<file path="src/rtl/io_input_port_if.sv">
// -----------------------------------------------------------------------------
// io_input_port_if
// CPU data-bus bundle between the processor and the I/O input port.
//
// Signals:
//   addr      [31:0]  CPU data address; the I/O region is selected by addr[8]=1
//   writedata [31:0]  CPU store data
//   memwrite          CPU store strobe, qualified on the rising clk edge
//   iodata    [31:0]  read data returned by the port for I/O addresses
//
// Modports:
//   master  - CPU side (drives address, data and strobe, receives iodata)
//   slave   - peripheral side (receives address, data and strobe, drives iodata)
// -----------------------------------------------------------------------------
interface io_input_port_if;
  logic [31:0] addr;
  logic [31:0] writedata;
  logic        memwrite;
  logic [31:0] iodata;

  modport master (
    output addr,
    output writedata,
    output memwrite,
    input  iodata
  );

  modport slave (
    input  addr,
    input  writedata,
    input  memwrite,
    output iodata
  );
endinterface

</file>
<file path="src/rtl/io_input_port.sv">
// -----------------------------------------------------------------------------
// io_input_port
// Memory-mapped input peripheral for 10 slide switches and 3 push buttons.
// Every input is brought into the clock domain by a 2-flop synchronizer and,
// optionally, debounced. Debounced button rising edges ("press events") set
// sticky write-1-to-clear flags and advance an 8-bit wrapping press counter.
//
// Optional feature macro: IO_INPUT_DEBOUNCE_EN
//   defined   - each bit must differ from its debounced value for
//               DEBOUNCE_CYCLES consecutive edges before it is accepted
//   undefined - debounced value is the synchronized value (2-edge latency),
//               DEBOUNCE_CYCLES is ignored
//
// Parameters:
//   DEBOUNCE_CYCLES  stability requirement in clk edges (1..255), default 4
//
// Ports:
//   clk     in   system clock, rising edge active
//   reset   in   asynchronous, active-high reset
//   sw      in   [9:0] slide switches, asynchronous, active-high
//   key_n   in   [2:0] push buttons KEY[3:1], asynchronous, active-low
//   bus     slave modport of io_input_port_if (addr, writedata, memwrite, iodata)
//
// Register map (addr[8]=1, read priority addr[4] > addr[5] > addr[6] > addr[7]):
//   0x110  R   {22'b0, debounced switches}
//   0x120  R   {29'b0, debounced keys}
//   0x140  R/W {29'b0, press flags}; a store clears flags where writedata[2:0]=1
//   0x180  R/W {24'b0, press counter}; a store loads this cycle's press count
// -----------------------------------------------------------------------------
module io_input_port #(
  parameter int DEBOUNCE_CYCLES = 4
) (
  input  logic       clk,
  input  logic       reset,
  input  logic [9:0] sw,
  input  logic [2:0] key_n,
  io_input_port_if.slave bus
);

  localparam int NUM_INPUTS = 13;

  // Bits 9:0 are the switches, bits 12:10 the keys, already made active-high.
  logic [NUM_INPUTS-1:0] raw_in;
  logic [NUM_INPUTS-1:0] sync_1;
  logic [NUM_INPUTS-1:0] sync_2;
  logic [NUM_INPUTS-1:0] debounced;

  logic [2:0] key_debounced;
  logic [2:0] key_prev;
  logic [2:0] press;
  logic [1:0] press_count;

  logic       store_flags;
  logic       store_count;
  logic [2:0] flags;
  logic [7:0] press_cnt;

  assign raw_in = {~key_n, sw};

  // Two-stage synchronizer; sync_2 is the first value safe to use in logic.
  always_ff @(posedge clk or posedge reset) begin
    if (reset) begin
      sync_1 <= '0;
      sync_2 <= '0;
    end else begin
      sync_1 <= raw_in;
      sync_2 <= sync_1;
    end
  end

`ifdef IO_INPUT_DEBOUNCE_EN
  localparam logic [7:0] STABLE_LIMIT = 8'(DEBOUNCE_CYCLES);

  logic [7:0] stable_cnt [NUM_INPUTS];

  // Each bit counts consecutive edges on which the synchronized value differs
  // from the accepted value. Any agreement restarts the count, so a glitch
  // shorter than the limit never reaches the debounced register. On the edge
  // where the count would hit the limit the new value is accepted and the
  // count restarts together with it.
  always_ff @(posedge clk or posedge reset) begin
    if (reset) begin
      debounced <= '0;
      for (int i = 0; i < NUM_INPUTS; i++) begin
        stable_cnt[i] <= 8'd0;
      end
    end else begin
      for (int i = 0; i < NUM_INPUTS; i++) begin
        if (sync_2[i] == debounced[i]) begin
          stable_cnt[i] <= 8'd0;
        end else if (stable_cnt[i] + 8'd1 == STABLE_LIMIT) begin
          debounced[i]  <= sync_2[i];
          stable_cnt[i] <= 8'd0;
        end else begin
          stable_cnt[i] <= stable_cnt[i] + 8'd1;
        end
      end
    end
  end
`else
  // Without debouncing the parameter has no effect on the hardware.
  localparam int UNUSED_DEBOUNCE_CYCLES = DEBOUNCE_CYCLES;

  assign debounced = sync_2;
`endif

  assign key_debounced = debounced[12:10];

  // The delayed copy of the keys turns a debounced 0->1 into a single-cycle
  // press event. Because it resets to 0, a key held through reset release
  // yields exactly one press once it is accepted again.
  always_ff @(posedge clk or posedge reset) begin
    if (reset) begin
      key_prev <= 3'b000;
    end else begin
      key_prev <= key_debounced;
    end
  end

  assign press       = key_debounced & ~key_prev;
  assign press_count = {1'b0, press[0]} + {1'b0, press[1]} + {1'b0, press[2]};

  // Store decode uses single address bits only; 0x110 and 0x120 have no
  // writable state so stores there fall through harmlessly.
  assign store_flags = bus.memwrite & bus.addr[8] & bus.addr[6];
  assign store_count = bus.memwrite & bus.addr[8] & bus.addr[7];

  // Sticky flags: the clear mask is applied first and the press events are
  // ORed in afterwards, so a press in the same cycle as a clear wins.
  always_ff @(posedge clk or posedge reset) begin
    if (reset) begin
      flags <= 3'b000;
    end else if (store_flags) begin
      flags <= (flags & ~bus.writedata[2:0]) | press;
    end else begin
      flags <= flags | press;
    end
  end

  // Press counter wraps naturally at 8 bits. A store does not discard presses
  // that happen in the same cycle; it loads their count instead of zero.
  always_ff @(posedge clk or posedge reset) begin
    if (reset) begin
      press_cnt <= 8'd0;
    end else if (store_count) begin
      press_cnt <= {6'd0, press_count};
    end else begin
      press_cnt <= press_cnt + {6'd0, press_count};
    end
  end

  // Read mux: purely combinational from registered state and the address.
  always_comb begin
    bus.iodata = 32'd0;
    if (bus.addr[8]) begin
      if (bus.addr[4]) begin
        bus.iodata = {22'd0, debounced[9:0]};
      end else if (bus.addr[5]) begin
        bus.iodata = {29'd0, key_debounced};
      end else if (bus.addr[6]) begin
        bus.iodata = {29'd0, flags};
      end else if (bus.addr[7]) begin
        bus.iodata = {24'd0, press_cnt};
      end
    end
  end

  // Address and data bits that play no part in decoding or storage.
  logic unused_bus_bits;
  assign unused_bus_bits = ^{bus.addr[31:9], bus.addr[3:0], bus.writedata[31:3]};

endmodule

</file>
<file path="src/flat_wrapper.sv">
// flat-port wrapper written by rule: the top's interface ports become plain ports
module io_input_port_flat 
#(
  parameter int DEBOUNCE_CYCLES = 4
)
  (clk, reset, sw, key_n, bus_addr, bus_writedata, bus_memwrite, bus_iodata);
  io_input_port_if bus_i ();
  input  logic clk;
  input  logic reset;
  input  logic [9:0] sw;
  input  logic [2:0] key_n;
  input wire logic [$bits(bus_i.addr)-1:0] bus_addr;
  input wire logic [$bits(bus_i.writedata)-1:0] bus_writedata;
  input wire logic [$bits(bus_i.memwrite)-1:0] bus_memwrite;
  output wire logic [$bits(bus_i.iodata)-1:0] bus_iodata;
  assign bus_i.addr = bus_addr;
  assign bus_i.writedata = bus_writedata;
  assign bus_i.memwrite = bus_memwrite;
  assign bus_iodata = bus_i.iodata;
  io_input_port #(.DEBOUNCE_CYCLES(DEBOUNCE_CYCLES)) u_core (.clk(clk), .reset(reset), .sw(sw), .key_n(key_n), .bus(bus_i));
endmodule
</file>
<file path="config.mk">
export PLATFORM = sky130hd
export DESIGN_NAME = io_input_port_flat
export DESIGN_NICKNAME = d
export VERILOG_FILES = /design/src/rtl/io_input_port_if.sv /design/src/rtl/io_input_port.sv /design/src/flat_wrapper.sv
export SDC_FILE = /design/constraint.sdc
export NUM_CORES = 1
export LEC_CHECK = 0
export ABC_AREA = 1
export BUFFER_PORTS_ARGS = -buffer_cell sky130_fd_sc_hd__buf_2
export CAP_MARGIN = 20
export CELL_PAD_IN_SITES_DETAIL_PLACEMENT = 0
export CELL_PAD_IN_SITES_GLOBAL_PLACEMENT = 2
export CORE_MARGIN = 1
export CORE_UTILIZATION = 22
export DETAILED_ROUTE_END_ITERATION = 8
export GPL_TIMING_DRIVEN = 0
export PLACE_DENSITY_LB_ADDON = 0.1
export SYNTH_ARGS = -nofsm -noshare
export SYNTH_HDL_FRONTEND = slang
export SYNTH_SLANG_ARGS = --single-unit
</file>
<file path="constraint.sdc">
create_clock -name clk -period 2.7 [get_ports clk]
set_input_delay 0.135 -clock clk [delete_from_list [all_inputs] [get_ports clk]]
set_output_delay 0.135 -clock clk [all_outputs]
set_load 0.01 [all_outputs]
</file>
After elaboration in Yosys (flattened, before gate mapping)
Cells that the tools add are included.

Flip-flop bits (word level): 40. Latch bits: 0. Memory bits (writable): 0. Memory bits (read-only): 0. Input bits: 80. Output and inout bits: 32. Logic and storage cells: 25. Memories kept: 0.

$add $sub $neg: 3. Multipliers: 0. Divide/modulo/power cells: 0. Magnitude comparators: 0. Equality and inequality tests: 0. Shift operators: 0. Multiplexer cells: 7. Bitwise operators: 10. Reductions and logical operators: 0.

Operator list (count): $mux 32 (4); $mux 8 (2); $not 3->3 (3); $add 8x2->8 (1); $and 3x3->3 (2); $or 3x3->3 (2); $and 1x1->1 (3); $mux 3 (1); $add 1x1->2 (1); $add 2x1->2 (1).

Logic depth before layout (Yosys ltp)
Gate-level depths: netlist (run 1).

Depth in word-level cells: 6. Depth in mapped cells: 11. Depth with buffers taken out: 11.

Least setup slack after synthesis (run 1)
Ideal clock, no wire load.

Path kind: reg2reg. Start: register u_core.sync_2[10] (netlist: u_core.debounced[10]). End: register u_core.press_cnt[6]. Setup time: 0.119 ns. Arrival: 2.129 ns. Required time: 2.581 ns. Slack: 0.452 ns. Cell stages (with the launch flop): 11. Buffers on the path: 0. Period minus slack after synthesis: 2.248 ns. Path through: dfrtp_1 > inv_1 > or2_2 > fa_1 > inv_1 > ha_1 > fa_1 > nand2_2 > nor2_2 > a21oi_1 > nor2_1.

Cells in the longest elaborated chain, start to end: 5.

RTL lines: start, declared (line io_input_port.sv:45) `logic [NUM_INPUTS-1:0] sync_2;`; start signal, assigned (line io_input_port.sv:67) `sync_2 <= sync_1;`; $and 3x3->3 (line io_input_port.sv:120) `assign press = key_debounced & ~key_prev;`; $add 1x1->2 (line io_input_port.sv:121) `assign press_count = {1'b0, press[0]} + {1'b0, press[1]} + {1'b0, press[2]};`; $add 2x1->2 (line io_input_port.sv:121); $add 8x2->8 (line io_input_port.sv:148) `press_cnt <= press_cnt + {6'd0, press_count};`; $mux 8 (line io_input_port.sv:145) `end else if (store_count) begin`; end signal, assigned (line io_input_port.sv:146) `press_cnt <= {6'd0, press_count};`; end signal, assigned (line io_input_port.sv:148); end, declared (line io_input_port.sv:56) `logic [7:0] press_cnt;`.

No other way between the ends.

Worst setup path in the final report (run 1)
Ends and elaborated chain as after synthesis.

==> results of run 1 <==
-- placed cells by master, fill, tap and decap left out, drive strengths merged, types with 9 or more instances in the layout --
| master | instances |
|---|---|
| a21oi | 9 |
| buf | 55 |
| conb | 22 |
| dfrtp | 40 |
| dlygate4sd3 | 13 |
| inv | 23 |
| nand2 | 44 |
| nand3 | 12 |
| nor2 | 11 |
-- worst paths after layout --
check	start	end
max reg2reg	u_core.debounced[10]	u_core.press_cnt[6]
max	u_core.debounced[10]	u_core.press_cnt[6]
max in group asynchronous	reset	u_core.press_cnt[7]
min in group clk	bus_writedata[0]	u_core.flags[0]
min reg2reg	u_core.sync_1[3]	u_core.debounced[3]
min	reset	u_core.sync_1[9]
-- logic make-up after synthesis --
kind of cell,synth area share
AND/OR/NAND/NOR,0.187
buffers and inverters,0.146
flip-flops,0.580
AO/OA/AOI/OAI,0.0478
adder cells (fa/ha/maj),0.0377
other,0.00217
-- per-layer routing --
layer  vias up  GRT usage  wire length [um]
met2        43      0.159              1640
met5         -          0                 0
met3         2     0.0253               163
li1        648          -                 -
met1       591     0.0970              1420
met4         0     0.0323                22
-- power by group --
| group | switching (mW) | internal (mW) |
|---|---|---|
| registers | 0.0513 | 0.664 |
| clock network | 0.212 | 0.184 |
| logic | 0.134 | 0.115 |
| total | 0.397 | 0.963 |
-- timing repair --
action                     CTS  global route
resized for setup            0             0
setup endpoints to repair    0             0
hold buffers                13             0
hold endpoints to repair    13             0
buffers inserted             0             0
-- registers in the layout (all words and copies together), names as in the netlist --
signal / count
u_core.press_cnt: 8
u_core.debounced: 13
u_core.key_prev: 3
u_core.flags: 3
u_core.sync_1: 13
-- stage by stage --
step | util | area [um^2] | setup slack [ps] | hold WS, ps
6_report | 0.312 | 2310 | 319 | 2.97
5_1_grt | 0.312 | 2310 | 154 | 76.6
4_1_cts | 0.312 | 2310 | 289 | 37.9
3_5_place_dp | 0.283 | 2090 | 308 | 244
3_3_place_gp | 0.283 | 2090 | 312 | 244
2_1_floorplan | - | 1810 | 452 | 166
-- cell type report --
class	instances	area (um^2)
clock inverters	2	16.3
repair buffers	46	295
flip-flops and latches	40	1000
plain buffers	22	165
inverters	23	86.3
well taps	99	124
fillers	793	5090
multi-input cells	114	553
clock buffers	6	72.6
==> results by group, run 1 <==
Status
  – Status: completed

Worst setup path
  – CP max-delay cell: fa_1
  – Startpoint types: flip-flop
  – Kind of cell adding the most delay to the critical path: adder cells
  – Crit-path cells: inv_1 -> or2_2 -> fa_1 -> inv_1 -> ha_1 -> fa_1 -> nand2_2 -> nor2_2 -> a21oi_1 -> nor2_1
  – Critical path depth in cells: 10
  – Worst-path maximum fanout: 3
  – Buf+Inv Stages, Crit Path: 2
  – FF-to-FF path depth: 10
  – Worst setup path category: reg -> reg
  – Crit path required time: around 2900 ps
  – CP Capture Type: flip-flop
  – Max incr delay on CP: around 560 ps
  – Reg2Reg Setup Slack: 320 ps
  – CP arrival: ~2600 ps

Power and ir drop
  – Power Density: between 500 and 600 mW/mm^2
  – Leakage: between 1 and 1.5 nW
  – Overall Power: between 1 and 1.5 mW
  – VDD IR max: 0.280 mV

Drt
  – First drt pass iteration count: 4
  – Drt wl/cell: around 9 um
  – Final ANT Viol Nets: 0
  – Vias per cell: about 3.6
  – Final wirelength: roughly 3.2 mm
  – DR vias: 1284
  – DRC: 0
  – Starting DRT DRC Count: 24

Place
  – Dpl cells: around 330
  – Port bufs: 33
  – Post-DP HPWL: 2.47 mm
  – Gpl congestion: ~0.67

Synth
  – Post-synth EDFFs: 0
  – Yosys top cell by area: dfrtp_1
  – Area share of the largest cell type after synthesis: 0.580
  – Synth Flop Type: dfrtp_1
  – Seq cells post-synth: 40
  – Most common library cells after synthesis: nand2_1, dfrtp_1, inv_1, buf_4, nand3_1
  – Async SR Flop Fraction: 1.00
  – Synth Cell Area: 0.00173 mm^2
  – Most frequent cell after synthesis: nand2_1
  – Synth cell types: 18
  – Yosys Warn Count: 0
  – Mapped Cells: approximately 180
  – Synth Area per Inst: just under 10 um^2
  – Seq/Total Area, Yosys: 0.580
  – Largest cells by area after synthesis: dfrtp_1, buf_4, nand2_1, inv_1, nand3_1

Layout
  – Fin nets: roughly 340
  – Fin cells: about 350
  – Diode count: 0
  – Layout cell share with drive strength beyond 1: 0.281
  – Synth-to-layout area growth: 34.0%

Global routing
  – First-pass GRT wire length: around 5.7 mm
  – Largest net degree at the start of global routing: 41
  – Number of global-route vias before repair: ~1300
  – Grt ovf: 0
  – Initial antenna violation count: 0
  – Total GRT Usage: 0.0880

Floorplanning
  – I/O Pins: 112
  – Initial Utilization: 0.233
  – Die Y: ~91 um
  – Core Box Area: 0.00741 mm^2
  – Total die area: between 0.008 and 0.009 mm^2
  – Die Wd: between 90 and 100 um
  – Std-Cell Rows: 31

Clock network
  – CTS clk-pin slew, worst paths: ~80 ps
  – Clock Sinks: 40
  – Number of CTS-inserted buffers: 5
  – CTS H-tree lvls: 2
  – Root buffer cell: clkbuf_8
  – CTS tree: yes
  – Worst skew pair latency: 280 ps
  – Clk buf depth: 2

STA
  – Final Setup Violations: 0
  – Final Hold Vio Count: 0
  – Min cycle time layout: approximately 2400 ps
  – Final Skew: 2.69 ps
  – Pins over their slew limit: 0
  – Slew HR: 0.455
  – Least-Margin Pin Slew: just over 800 ps
  – Setup TNS: 0 ps
  – Fin crit share: 0.882
  – Fmax: 0.420 GHz
  – Unrepaired setup endpoints after global routing: false

Hold path
  – Worst hold path type: in -> async

Flow run
  – Max-cap violations: 0
Note: power is estimated with default switching activity, not from simulation.
==> run 2: changes to the inputs <==
CORE_UTILIZATION = 23   (was 22)
CTS_BUF_LIST = sky130_fd_sc_hd__clkbuf_4 sky130_fd_sc_hd__clkbuf_8   (was not set)
==> results by group, run 2 (synthesis results as in run 1) <==
Status
  – Status: completed (unchanged)

Layout
  – Largest regs: u_core.debounced x13, u_core.sync_1 x13, u_core.press_cnt x8 (unchanged)
  – Fin nets: 336 (unchanged)
  – Most frequent cells in the layout: nand2_1, dfrtp_1, buf_2 (unchanged)
  – Commonest non-fill, non-tap cell in the layout: nand2_1 (unchanged)
  – Synth-to-layout area growth: 34.2% (was 34.0%)
  – FILL cells: 782 (was 793)
  – Fin cells: 352 (unchanged)
  – Layout cell share with drive strength beyond 1: 0.285 (was 0.281)
  – Diode count: 0 (unchanged)

Drt
  – Drt wl/cell: 9.35 um (was 9.23 um)
  – DR vias: 1259 (was 1284)
  – Starting DRT DRC Count: 50 (was 24)
  – Vias per cell: 3.58 (was 3.65)
  – Final wirelength: 3.29 mm (was 3.25 mm)
  – Final ANT Viol Nets: 0 (unchanged)
  – First drt pass iteration count: 4 (unchanged)
  – DRC: 0 (unchanged)

Clock network
  – Post-CTS Setup Bufs: 0 (unchanged)
  – Root buffer cell: clkbuf_8 (unchanged)
  – Number of CTS-inserted buffers: 5 (unchanged)
  – CTS tree: yes (unchanged)
  – Worst skew pair latency: 290 ps (was 280 ps)
  – CTS Hold Bufs: 13 (unchanged)
  – Clock Sinks: 40 (unchanged)
  – Clk buf depth: 2 (unchanged)
  – # resized after CTS: 0 (unchanged)
  – CTS clk-pin slew, worst paths: 80 ps (about the same)
  – CTS H-tree lvls: 2 (unchanged)

Global routing
  – First-pass GRT wire length: 5.78 mm (was 5.75 mm)
  – Number of global-route vias before repair: 1301 (was 1287)
  – Largest net degree at the start of global routing: 41 (unchanged)
  – Grt met1 use: 0.115 (was 0.0970)
  – Total GRT Usage: 0.0993 (was 0.0880)
  – Met2 Resource Use GR: 0.173 (was 0.159)
  – Met3 GRT Util: 0.0280 (was 0.0253)
  – Initial antenna violation count: 0 (unchanged)
  – Grt ovf: 0 (unchanged)
  – Global route hottest layer: met2 (unchanged)

Floorplanning
  – Core Box Area: 0.00725 mm^2 (was 0.00741 mm^2)
  – Std-Cell Rows: 31 (unchanged)
  – I/O Pins: 112 (unchanged)
  – Die Y: 88.6 um (was 90.6 um)
  – Total die area: 0.00786 mm^2 (was 0.00821 mm^2)
  – Initial Utilization: 0.238 (was 0.233)
  – Die Wd: 88.6 um (was 90.6 um)

Hold path
  – Worst hold path type: in -> async (unchanged)

Power and ir drop
  – Power Density: 592 mW/mm^2 (was 588 mW/mm^2)
  – Leakage: 1.26 nW (about the same)
  – VDD IR max: 0.355 mV (was 0.280 mV)

STA
  – Final Skew: 3.20 ps (was 2.69 ps)
  – Fin crit share: 0.884 (was 0.882)
  – Fmax: 0.419 GHz (was 0.420 GHz)
  – Min cycle time layout: 2390 ps (was 2380 ps)
  – Slack of the critical path: 312 ps (was 319 ps)
  – Unrepaired setup endpoints after global routing: false (unchanged)
  – Least-Margin Pin Slew: 827 ps (was 817 ps)
  – Pins over their slew limit: 0 (unchanged)
  – Slew HR: 0.448 (was 0.455)
  – Final Hold Vio Count: 0 (unchanged)
  – Final Setup Violations: 0 (unchanged)
  – Setup TNS: 0 ps (unchanged)

Place
  – Dpl cells: 331 (unchanged)
  – Post-DP HPWL: 2.48 mm (was 2.47 mm)
  – Gpl congestion: 0.684 (was 0.670)
  – Post-Place Setup Slack: 316 ps (was 308 ps)
  – Port bufs: 33 (unchanged)

Worst setup path
  – Critical Path Source: u_core.debounced[10] (unchanged)
  – CP Capture Point: u_core.press_cnt[6] (unchanged)
  – Startpoint types: flip-flop (unchanged)
  – CP arrival: 2570 ps (was 2560 ps)
  – FF-to-FF path depth: 10 (unchanged)
  – Crit path required time: 2880 ps (about the same)
  – Worst setup path category: reg -> reg (unchanged)
  – CP Capture Type: flip-flop (unchanged)
  – Worst-path maximum fanout: 3 (unchanged)
  – R2R Path Start: u_core.debounced[10] (unchanged)
  – Reg2Reg Setup Slack: 310 ps (was 320 ps)
  – FF-to-FF End: u_core.press_cnt[6] (unchanged)

Flow run
  – Max-cap violations: 0 (unchanged)
[run 2: power by group]
| group | switching, mW | leakage [nW] | internal, mW |
|---|---|---|---|
| logic | 0.133 | 0.744 | 0.115 |
| clock network | 0.214 | 0.0448 | 0.194 |
| registers | 0.0530 | 0.471 | 0.664 |
[run 2: cell type report]
class,instances,area [um^2],share of cell area
Inverter,23,86.3,0.0373
Clock buffer,6,76.3,0.0329
Timing Repair Buffer,46,295,0.127
Buffer,22,165,0.0713
Tap cell,99,124,0.0535
Multi-Input combinational cell,114,553,0.239
Clock inverter,2,16.3,0.00702
Sequential cell,40,1000,0.432
[run 2: worst min-delay path by stage]
stage           from                  to  slack (ps)  cells past startpoint
2_1_floorplan  sw[0]    u_core.sync_1[0]         170                      0
3_3_place_gp   sw[0]    u_core.sync_1[0]         240                      1
3_5_place_dp   sw[8]    u_core.sync_1[8]         240                      1
4_1_cts        reset   u_core.sync_1[12]          40                      2
5_1_grt        reset   u_core.sync_1[11]          70                      2
6_report       reset  u_core.key_prev[1]           6                      2
[run 2: worst max-delay path, cell delays in order (launching register included)]
cell and delay, ps:
dfrtp_1 350, inv_1 50, or2_2 310, fa_1 560
inv_1 40, ha_1 220, fa_1 400, nand2_2 110
nor2_2 60, a21oi_1 130, nor2_1 60
[run 2: metal layers]
layer	routed length, um	vias up
li1	-	648
met2	1610	42
met1	1500	565
met3	143	4
met5	0	-
met4	37	0
[run 2: through the flow]
step / cell area, um^2 / hold slack [ps] / total power, mW / util
2_1_floorplan: 1810 / 166 / 0.891 / -
3_3_place_gp: 2090 / 244 / 0.967 / 0.289
3_5_place_dp: 2090 / 245 / 0.970 / 0.289
4_1_cts: 2320 / 36.3 / 1.41 / 0.319
5_1_grt: 2320 / 72.8 / 1.48 / 0.319
6_report: 2320 / 6.42 / 1.37 / 0.319
==> run 3: changes to the inputs <==
MAX_ROUTING_LAYER = met4   (was not set)
==> results by group, run 3 (synthesis results as in run 1) <==
STA
  – Final Setup Violations: 0 (unchanged)
  – Slew HR: 0.447 (was 0.448)
  – Fin crit share: 0.886 (was 0.884)
  – Fmax: 0.418 GHz (was 0.419 GHz)
  – Final Skew: 3.72 ps (was 3.20 ps)
  – Unrepaired setup endpoints after global routing: false (unchanged)
  – Least-Margin Pin Slew: 828 ps (was 827 ps)
  – Tightest hold margin: 3.72 ps (was 6.42 ps)
  – Setup TNS: 0 ps (unchanged)
  – Final Hold Vio Count: 0 (unchanged)
  – Slack of the critical path: 307 ps (was 312 ps)
  – Pins over their slew limit: 0 (unchanged)
  – Min cycle time layout: 2390 ps (about the same)

Worst setup path
  – FF-to-FF path depth: 10 (unchanged)
  – Worst-path maximum fanout: 3 (unchanged)
  – R2R Path Start: u_core.debounced[10] (unchanged)
  – Crit path required time: 2880 ps (about the same)
  – FF-to-FF End: u_core.press_cnt[6] (unchanged)
  – Startpoint types: flip-flop (unchanged)
  – CP Capture Point: u_core.press_cnt[6] (unchanged)
  – CP arrival: 2570 ps (about the same)
  – CP Capture Type: flip-flop (unchanged)
  – Critical Path Source: u_core.debounced[10] (unchanged)
  – Worst setup path category: reg -> reg (unchanged)
  – Reg2Reg Setup Slack: 310 ps (about the same)

Floorplanning
  – Die Wd: 88.6 um (unchanged)
  – Die Y: 88.6 um (unchanged)
  – Initial Utilization: 0.238 (unchanged)
  – I/O Pins: 112 (unchanged)
  – Std-Cell Rows: 31 (unchanged)
  – Core Box Area: 0.00725 mm^2 (unchanged)
  – Total die area: 0.00786 mm^2 (unchanged)

Layout
  – Most frequent cells in the layout: nand2_1, dfrtp_1, buf_2 (unchanged)
  – Sequential Area: 0.00100 mm^2 (unchanged)
  – Fin nets: 336 (unchanged)
  – Commonest non-fill, non-tap cell in the layout: nand2_1 (unchanged)
  – Multi-input gate area: 553 um^2 (unchanged)
  – Largest regs: u_core.debounced x13, u_core.sync_1 x13, u_core.press_cnt x8 (unchanged)
  – Synth-to-layout area growth: 34.2% (unchanged)
  – FILL cells: 782 (unchanged)
  – Layout cell share with drive strength beyond 1: 0.285 (unchanged)
  – Post-route cell area: 0.00232 mm^2 (unchanged)
  – Final Util: 0.319 (unchanged)
  – Diode count: 0 (unchanged)

Clock network
  – # resized after CTS: 0 (unchanged)
  – Clock Sinks: 40 (unchanged)
  – CTS tree: yes (unchanged)
  – CTS H-tree lvls: 2 (unchanged)
  – Number of CTS-inserted buffers: 5 (unchanged)
  – Worst skew pair latency: 290 ps (about the same)
  – CTS clk-pin slew, worst paths: 80 ps (about the same)
  – CTS Hold Bufs: 13 (unchanged)
  – Post-CTS Setup Bufs: 0 (unchanged)
  – Clk buf depth: 2 (unchanged)
  – Root buffer cell: clkbuf_8 (unchanged)

Drt
  – DR vias: 1257 (was 1259)
  – DRC: 0 (unchanged)
  – First drt pass iteration count: 2 (was 4)
  – Starting DRT DRC Count: 51 (was 50)
  – Final wirelength: 3.30 mm (was 3.29 mm)
  – Final ANT Viol Nets: 0 (unchanged)
  – Vias per cell: 3.57 (was 3.58)
  – Drt wl/cell: 9.37 um (was 9.35 um)

Global routing
  – Largest net degree at the start of global routing: 41 (unchanged)
  – Number of global-route vias before repair: 1309 (was 1301)
  – Initial antenna violation count: 0 (unchanged)
  – Total GRT Usage: 0.102 (was 0.0993)
  – Grt ovf: 0 (unchanged)
  – First-pass GRT wire length: 5.79 mm (was 5.78 mm)

Power and ir drop
  – VDD IR max: 0.355 mV (about the same)
  – Power Density: 594 mW/mm^2 (was 592 mW/mm^2)
  – Leakage: 1.26 nW (unchanged)

Place
  – Gpl congestion: 0.691 (was 0.684)
  – Placement Cell Area: 0.00209 mm^2 (unchanged)
  – Port bufs: 33 (unchanged)
  – Post-DP HPWL: 2.48 mm (unchanged)
  – Post-Place Setup Slack: 316 ps (unchanged)

Status
  – Status: completed (unchanged)

Flow run
  – Max-cap violations: 0 (unchanged)

Hold path
  – Worst hold path type: in -> async (unchanged)
==> run 3: power breakdown <==
part           total (mW)  switching (mW)  internal [mW]
sequential          0.717          0.0530          0.664
combinational       0.248           0.133          0.115
clock               0.411           0.217          0.194
total                1.38           0.404          0.973
==> run 3: worst min-delay path by stage <==
stage / start / to / slack (ps)
floorplan: sw[0] / u_core.sync_1[0] / 170
global placement: sw[0] / u_core.sync_1[0] / 240
detailed placement: sw[8] / u_core.sync_1[8] / 240
CTS: reset / u_core.sync_1[12] / 40
global route: reset / u_core.sync_1[11] / 80
finish: reset / u_core.sync_1[8] / 4
==> run 3: area by class of cell <==
class,count,area share
Sequential cell,40,0.432
Timing Repair Buffer,46,0.127
Buffer,22,0.0713
Inverter,23,0.0373
Tap cell,99,0.0535
Clock inverter,2,0.00702
Multi-Input combinational cell,114,0.239
Clock buffer,6,0.0329
==> run 3: metal layers <==
layer  up-vias  GRT usage  wire, um
li1        648          -         -
met2        42      0.172      1600
met4         0     0.0396        36
met1       563      0.116      1520
met3         4     0.0252       139
met5         -          -         0
==> run 3: metrics by stage <==
stage / std cells / power, mW
floorplan: 199 / 0.891
global placement: 331 / 0.967
detailed placement: 331 / 0.970
CTS: 352 / 1.41
global route: 352 / 1.48
finish: 352 / 1.38
==> run 3: critical path: stages (launching register included) <==
cell and delay [ps]:
dfrtp_1 350, inv_1 50, or2_2 310, fa_1 560
inv_1 40, ha_1 220, fa_1 400, nand2_2 110
nor2_2 60, a21oi_1 130, nor2_1 60
